[src/rtl/pipe_ctrl.sv]
// -----------------------------------------------------------------------------
// pipe_ctrl - pipeline control unit for the five-stage Y86-64 core.
//
// Produces the per-cycle stall/bubble controls for the F, D, E, M and W
// pipeline registers from the load-use, ret, mispredict and exception hazard
// terms, runs the RUN/DRAIN/HALTED machine that stops the core on an
// exception, and keeps saturating performance counters for debug.
//
// Ports:
//   clk, rst_n              clock, asynchronous active-low reset
//   D_icode                 icode in the D register
//   d_srcA, d_srcB          decode source registers (4'hF = none)
//   E_icode, E_dstM         icode / load destination in the E register
//   e_Cnd                   execute-stage branch condition
//   M_icode                 icode in the M register
//   m_stat, W_stat          memory-stage / W register status
//   F_stall, D_stall        hold F / D register
//   D_bubble, E_bubble,
//   M_bubble                load a NOP into D / E / M
//   W_stall                 hold W register
//   set_cc                  condition-code update enable
//   halted, final_stat      core stopped, and the status that stopped it
//   cyc_cnt, lu_cnt,
//   mp_cnt, ret_cnt         saturating performance counters
// -----------------------------------------------------------------------------
module pipe_ctrl #(
    parameter int CNT_W = 32
) (
    input  logic             clk,
    input  logic             rst_n,
    input  logic [3:0]       D_icode,
    input  logic [3:0]       d_srcA,
    input  logic [3:0]       d_srcB,
    input  logic [3:0]       E_icode,
    input  logic [3:0]       E_dstM,
    input  logic             e_Cnd,
    input  logic [3:0]       M_icode,
    input  logic [3:0]       m_stat,
    input  logic [3:0]       W_stat,
    output logic             F_stall,
    output logic             D_stall,
    output logic             D_bubble,
    output logic             E_bubble,
    output logic             M_bubble,
    output logic             W_stall,
    output logic             set_cc,
    output logic             halted,
    output logic [3:0]       final_stat,
    output logic [CNT_W-1:0] cyc_cnt,
    output logic [CNT_W-1:0] lu_cnt,
    output logic [CNT_W-1:0] mp_cnt,
    output logic [CNT_W-1:0] ret_cnt
);

    localparam logic [3:0] I_MRMOV = 4'h5;
    localparam logic [3:0] I_OPQ   = 4'h6;
    localparam logic [3:0] I_JXX   = 4'h7;
    localparam logic [3:0] I_RET   = 4'h9;
    localparam logic [3:0] I_POP   = 4'hB;
    localparam logic [3:0] R_NONE  = 4'hF;
    localparam logic [3:0] S_AOK   = 4'b1000;

    typedef enum logic [1:0] {
        ST_RUN,
        ST_DRAIN,
        ST_HALTED
    } state_t;

    state_t state, next_state;

    // Hazard terms. The load-use check is qualified on E_icode because a
    // bubbled E register carries dstM=0, which would otherwise match %rax.
    logic lu, rt, mp, mx, wx;

    assign lu = ((E_icode == I_MRMOV) || (E_icode == I_POP)) &&
                (E_dstM != R_NONE) &&
                ((E_dstM == d_srcA) || (E_dstM == d_srcB));
    assign rt = (D_icode == I_RET) || (E_icode == I_RET) || (M_icode == I_RET);
    assign mp = (E_icode == I_JXX) && !e_Cnd;
    assign mx = (m_stat != S_AOK);
    assign wx = (W_stat != S_AOK);

    // Next-state logic. A W-stage exception halts immediately, even over a
    // concurrent M-stage exception; an M-stage exception alone drains first.
    always_comb begin
        // NOTE: every always_comb output gets a default first so no path
        // leaves it unassigned, which would infer a latch.
        next_state = state;
        unique case (state)
            ST_RUN: begin
                if (wx)      next_state = ST_HALTED;
                else if (mx) next_state = ST_DRAIN;
            end
            ST_DRAIN: begin
                if (wx) next_state = ST_HALTED;
            end
            default: next_state = ST_HALTED;
        endcase
    end

    // Pipeline controls. Reset is folded in combinationally so the unreset
    // pipeline registers are flushed with NOPs for as long as rst_n is low.
    always_comb begin
        F_stall  = 1'b0;
        D_stall  = 1'b0;
        D_bubble = 1'b0;
        E_bubble = 1'b0;
        M_bubble = 1'b0;
        W_stall  = 1'b0;
        set_cc   = 1'b0;
        if (!rst_n) begin
            F_stall  = 1'b1;
            D_bubble = 1'b1;
            E_bubble = 1'b1;
            M_bubble = 1'b1;
        end else if (state == ST_HALTED) begin
            F_stall  = 1'b1;
            D_stall  = 1'b1;
            E_bubble = 1'b1;
            M_bubble = 1'b1;
            W_stall  = 1'b1;
        end else begin
            F_stall  = lu | rt;
            D_stall  = lu;
            // A load-use stall holds D, so the ret bubble waits a cycle.
            D_bubble = mp | (rt & ~lu);
            E_bubble = mp | lu;
            M_bubble = mx | wx;
            W_stall  = wx;
            set_cc   = (E_icode == I_OPQ) & ~mx & ~wx;
        end
    end

    // State, halt flag and final status.
    always_ff @(posedge clk or negedge rst_n) begin
        if (!rst_n) begin
            state      <= ST_RUN;
            halted     <= 1'b0;
            final_stat <= S_AOK;
        end else begin
            // NOTE: sequential state uses non-blocking assignments so every
            // flop samples the pre-edge values regardless of statement order.
            state <= next_state;
            if ((state != ST_HALTED) && (next_state == ST_HALTED)) begin
                halted     <= 1'b1;
                final_stat <= W_stat;
            end
        end
    end

    // Saturating performance counters, frozen once the core has halted.
    function automatic logic [CNT_W-1:0] sat_inc(input logic [CNT_W-1:0] v);
        return (v == {CNT_W{1'b1}}) ? v : v + CNT_W'(1);
    endfunction

    logic cnt_en;
    assign cnt_en = (state != ST_HALTED);

    always_ff @(posedge clk or negedge rst_n) begin
        if (!rst_n) begin
            cyc_cnt <= '0;
            lu_cnt  <= '0;
            mp_cnt  <= '0;
            ret_cnt <= '0;
        end else if (cnt_en) begin
            cyc_cnt <= sat_inc(cyc_cnt);
            if (lu)       lu_cnt  <= sat_inc(lu_cnt);
            if (mp)       mp_cnt  <= sat_inc(mp_cnt);
            if (rt && !lu) ret_cnt <= sat_inc(ret_cnt);
        end
    end

endmodule

[config.mk]
export PLATFORM = sky130hd
export DESIGN_NAME = pipe_ctrl
export DESIGN_NICKNAME = d
export VERILOG_FILES = /design/src/rtl/pipe_ctrl.sv
export SDC_FILE = /design/constraint.sdc
export NUM_CORES = 1
export LEC_CHECK = 0
export BUFFER_PORTS_ARGS = -buffer_cell sky130_fd_sc_hd__buf_2
export CORE_MARGIN = 2
export CORE_UTILIZATION = 45
export DETAILED_ROUTE_END_ITERATION = 16
export PLACE_DENSITY = 0.7
export SLEW_MARGIN = 15
export SYNTH_ARGS = -nofsm -noshare
export SYNTH_HDL_FRONTEND = slang
export SYNTH_SLANG_ARGS = --single-unit
[constraint.sdc]
create_clock -name clk -period 2.5 [get_ports clk]
set_input_delay 0.125 -clock clk [delete_from_list [all_inputs] [get_ports clk]]
set_output_delay 0.125 -clock clk [all_outputs]
set_load 0.02 [all_outputs]
## After elaboration in Yosys (flattened, before gate mapping)

Index checks and enable logic that the tools add are counted.

- Input bits: 35
- Word-level logic and storage cells: 79
- Output and inout port bits: 140
- Register bits: 135

- Add/subtract/negate cells: 4
- Multiplexer cells: 18
- Reduce and logical (&&, ||, !) cells: 16
- Bitwise operators: 14
- Equal/unequal tests: 20

Operator list:

| operator | number |
|---|---|
| 32-bit by 1-bit adder with 32-bit output (second input constant) | 4 |
| 32-bit == test (second input constant) | 4 |
| 4-bit == test (second input constant) | 4 |
| 1-bit 2-to-1 mux | 14 |
| 4-bit by 3-bit == test with 1-bit output (second input constant) | 3 |
| 4-bit inequality test (second input constant) | 3 |
| 3-bit AND reduction | 3 |
| 4-bit == test | 2 |
| 1-bit NOT | 7 |
| 2-bit 2-to-1 mux | 3 |
| 1-bit logical AND | 5 |
| 2-bit == test (second input constant) | 2 |
| 1-bit logical OR | 4 |
| 1-bit OR | 4 |
| 2-bit case mux with 2 select lines | 1 |
| 1-bit AND | 3 |
| 2-bit by 1-bit == test with 1-bit output (second input constant) | 1 |
| 1-bit logical NOT | 2 |
| 2-bit logical NOT | 1 |
| 2-bit inequality test (second input constant) | 1 |
| 2-bit AND reduction | 1 |

## Longest topological paths before layout

- Word-level depth: 9
- Gate-level depth with buffers: 8

## Worst setup path after synthesis

No wires, ideal clock.

- Path kind: register to register
- Start: register ret_cnt[0]
- End: register ret_cnt[26]
- Path slack: 0.320 ns
- Required time: 2.420 ns
- Period minus slack after synthesis: 2.180 ns
- Arrival: 2.100 ns
- Library setup time: 0.080 ns
- Stages on the path, launching flop included: 9
- Cells stage by stage: dfrtp_1 > ha_1 > nand3_1 > or2_1 > or2_0 > buf_2 > or4_1 > nor2_1 > xor2_1

- Cells in the longest elaborated chain, start to end: 3
- Elaborated cells between the ends (all ways): 4

RTL lines:

| element | RTL line | text |
|---|---|---|
| start, declared | 52 | `output logic [CNT_W-1:0] ret_cnt` |
| start signal, assigned | 169 | `if (rt && !lu) ret_cnt <= sat_inc(ret_cnt);` |
| parallel branches: the longest is 3 deep, another holds 32-bit by 1-bit adder with 32-bit output | - |  |

Parallel ways; which one is timed is not known.
A chain may end at the register's enable or synchronous reset.

## Worst setup path after layout

- Start: register lu_cnt[0]
- End: register lu_cnt[20]

- Cells in the longest elaborated chain, start to end: 3
- Elaborated cells between the ends (all ways): 4

RTL lines:

| element | RTL line | text |
|---|---|---|
| start, declared | 50 | `output logic [CNT_W-1:0] lu_cnt,` |
| start signal, assigned | 167 | `if (lu) lu_cnt <= sat_inc(lu_cnt);` |
| parallel branches: the longest is 3 deep, another holds 32-bit by 1-bit adder with 32-bit output | - |  |

Parallel ways; which one is timed is not known.

==> metrics.txt <==
internal power component roughly 3800 uW; area used by sequential logic in the layout 3380 sq um; cells after synthesis 612; switching share of total power 0.208; class of the tightest hold or removal check in -> reg; detailed placer's ending HPWL roughly 12000 microns; port bufs about 170; most area-hungry cell type in the Yosys netlist sky130_fd_sc_hd__dfrtp_1; worst slack at placement -0.0505 ns; min Tclk post-route 2.28 ns; Overall Global Routing Usage 0.211; Iteration-0 DRC Markers roughly 330; pin count of the biggest net entering global routing 76; clock skew 0.00780 ns; destination of the worst register-to-register timing path lu_cnt[20]; fill cell count 1219; worst-path maximum fanout 7; reg-to-reg setup timing slack 0.22 ns; setup slack of the critical path after layout 0.217 ns; portion of total power attributed to sequential cells 0.458; sum of overflow across all layers after global routing 0; clock share of power 0.513; Total Nets Final 857; power density over cell area ~570 nW/um^2; FP Rows 44; Syn-to-layout area delta 27.8%; cell-by-cell listing of the critical path ha_1, and3_1, nor2b_2, inv_1, nor4_2, buf_4, nand4_1, xnor2_1; max-slew violation count 0; I/O pin total around 180; vias per inst 5.46; global-route track usage on met3 0.0535; RSZ-0062 raised after global routing no; destination of the worst hold path state[0]; Slew Limit Headroom 0.379; data arrival at the endpoint of the critical path 2.57 ns; largest buffer count on any clock path 2; gp weighted congestion 0.856; Syn. warnings 0; largest stage delay on the critical path 0.42 ns; FFs w/ async S/R, synth 1.00; H-tree depth 4; total via count after detailed routing 5546; worst supply voltage drop on vdd between 400 and 500 uV; WL final 16300 microns; register area share after synthesis 0.510; Final Cell Area 8480 sq um; most area-consuming cells after synthesis sky130_fd_sc_hd__dfrtp_1 (51%), sky130_fd_sc_hd__xnor2_1 (11%), sky130_fd_sc_hd__xor2_1 (5.9%); total area of multi-input combinational cells roughly 3200 sq um; number of optimization iterations in the first detailed-route pass 5; highest-utilization routing layer at the global route stage met2; family of cells with the greatest summed delay on the critical path simple AND/OR/NAND/NOR gates; count of cell types in the netlist 59; transition time of the tightest slew-check pin 0.931 ns; number of global-route vias before repair 5415; TritonCTS clock tree built; detailed-route DRC error count 0; cell with the largest stage delay on the worst path sky130_fd_sc_hd__dfrtp_1; Area after DPL 7820 sq um; clock sink count 135; number of routed nets with antenna violations 0; total chip power 4800 uW; clock-pin slew reported for the worst setup and hold paths after clock tree synthesis 0.05 ns; met1 Resource Use GR 0.290; total of max-cap violations 0; endpoint kind of the worst setup timing path register; most used flip-flop cell after synthesis sky130_fd_sc_hd__dfrtp_1; full die area 15700 sq um; number of buffer and inverter stages on the critical path 2; post-route clock period utilization 0.913; routing usage on met2 0.329; Die X-Extent 125 microns; ratio of cells with drive above 1 in the final layout 0.309; post-route worst hold slack 0.0570 ns; antenna violations before repair 1; net load switching power 997 uW; cell with the most instances after synthesis sky130_fd_sc_hd__dfrtp_1; critical path type reg -> reg; average footprint of a synthesized cell 10.8 sq um; final-layout setup total negative slack 0 ns; effective utilization at floorplan 0.458; highest attainable clock frequency 438 MHz; Data required, critical path 2.79 ns; Yosys reg bits between 100 and 150; DR WL/cell 16.0 microns; core region area approximately 14000 sq um; Die Ht 125 microns; worst hold path depth 3; launch point of the worst hold path m_stat[1]; final setup vio count 0; cell leakage power 0.00426 uW; number of buffers inserted to repair setup after CTS 0; number of buffers inserted during clock tree synthesis 17; area fraction of the dominant cell type after synthesis 0.506; cell area after synthesis approximately 6600 sq um; logic depth of the worst register-to-register path 8; master cell of the clock root buffer sky130_fd_sc_hd__clkbuf_16; Post-synth EDFFs 0; net count after synthesis around 650; endpoints failing hold 0; startpoint of the worst register-to-register path lu_cnt[0]; status completed; startpoint kind of the worst setup timing path register; number of antenna repair diodes 0; share of total power in combinational logic 0.029; Post-synth top cells sky130_fd_sc_hd__dfrtp_1 (134), sky130_fd_sc_hd__xnor2_1 (85), sky130_fd_sc_hd__nand2_1 (60), sky130_fd_sc_hd__nand4_1 (48); global-route wire length before repair 26900 microns; source-to-sink clock delay at the later pin of the worst-skew pair 0.42 ns
layer usage:
metal | routed length, microns | vias up
li1 | - | 2610
met3 | 905 | 31
met1 | 7550 | 2720
met4 | 313 | 2
met2 | 7490 | 183
met5 | 13 | -
area by class of cell:
class | count | area share
timing repair buffer | 195 | 0.124
sequential | 135 | 0.399
tap | 184 | 0.0272
inverter | 10 | 0.00443
multi-input combinational | 459 | 0.377
clock buffer | 23 | 0.0575
clock inverter | 9 | 0.0115
worst max path at each step:
stage                          start           to  slack, ns  cells past startpoint
after floorplan           ret_cnt[0]  ret_cnt[26]       0.32                      8
after global placement    E_icode[1]  ret_cnt[13]       0.04                      9
after detailed placement  E_icode[1]   lu_cnt[22]      -0.05                      7
after CTS                 ret_cnt[0]  ret_cnt[13]       0.02                      8
after global routing      ret_cnt[0]  ret_cnt[26]       0.07                      7
final                      lu_cnt[0]   lu_cnt[20]       0.22                      8
power by group through the flow:
stage                     Combinational [uW]  Clock (uW)  Sequential [uW]
after floorplan                         31.5           0             2240
after global placement                   136           0             2240
after detailed placement                 140           0             2240
after CTS                                147        2500             2200
after global routing                     160        2600             2200
final                                    142        2460             2200
flip-flops by register name (all words and copies together), names as in the netlist:
name,count
cyc_cnt,32
lu_cnt,32
mp_cnt,32
ret_cnt,32
final_stat,4
state,2
halted,1
layout by cell type (no fill, tap or decap), types with 6 or more instances in the layout:
cell and count:
sky130_fd_sc_hd__nor3_1 10, sky130_fd_sc_hd__and4_1 14, sky130_fd_sc_hd__and2_1 7, sky130_fd_sc_hd__nor4_1 15, sky130_fd_sc_hd__inv_1 10, sky130_fd_sc_hd__buf_4 16
sky130_fd_sc_hd__and3_1 22, sky130_fd_sc_hd__buf_2 173, sky130_fd_sc_hd__xor2_1 45, sky130_fd_sc_hd__nor3_2 9, sky130_fd_sc_hd__nand3_1 45, sky130_fd_sc_hd__xnor2_1 85
sky130_fd_sc_hd__nor2_1 25, sky130_fd_sc_hd__dfrtp_1 134, sky130_fd_sc_hd__clkinv_2 6, sky130_fd_sc_hd__nand2_1 60, sky130_fd_sc_hd__nand4_1 48, sky130_fd_sc_hd__clkbuf_16 17
through the flow:
step | utilization | std cells
finish | 0.586 | 1015
global route | 0.586 | 1015
CTS | 0.584 | 1015
detailed placement | 0.540 | 978
global placement | 0.540 | 978
floorplan | - | 612
logic make-up after synthesis:
logic type,count (synthesis),synth area share
AO/OA/AOI/OAI,19,0.0266
buffers and inverters,18,0.0111
adder cells (fa/ha/maj),4,0.00755
XOR/XNOR,130,0.172
multiplexers,6,0.0100
AND/OR/NAND/NOR,300,0.264
flip-flops,135,0.510
repair_timing:
item | CTS | global route
gates resized for setup | 0 | 3
hold buffers | 5 | 0
endpoints found under the setup margin | 0 | 25
endpoints found under the hold margin | 27 | 0
tightest hold or removal path, stage by stage:
cell                      delay (ns)
sky130_fd_sc_hd__buf_2          0.07
sky130_fd_sc_hd__nor4b_1        0.07
sky130_fd_sc_hd__a21oi_1        0.15
(Power assumes the default switching activity.)
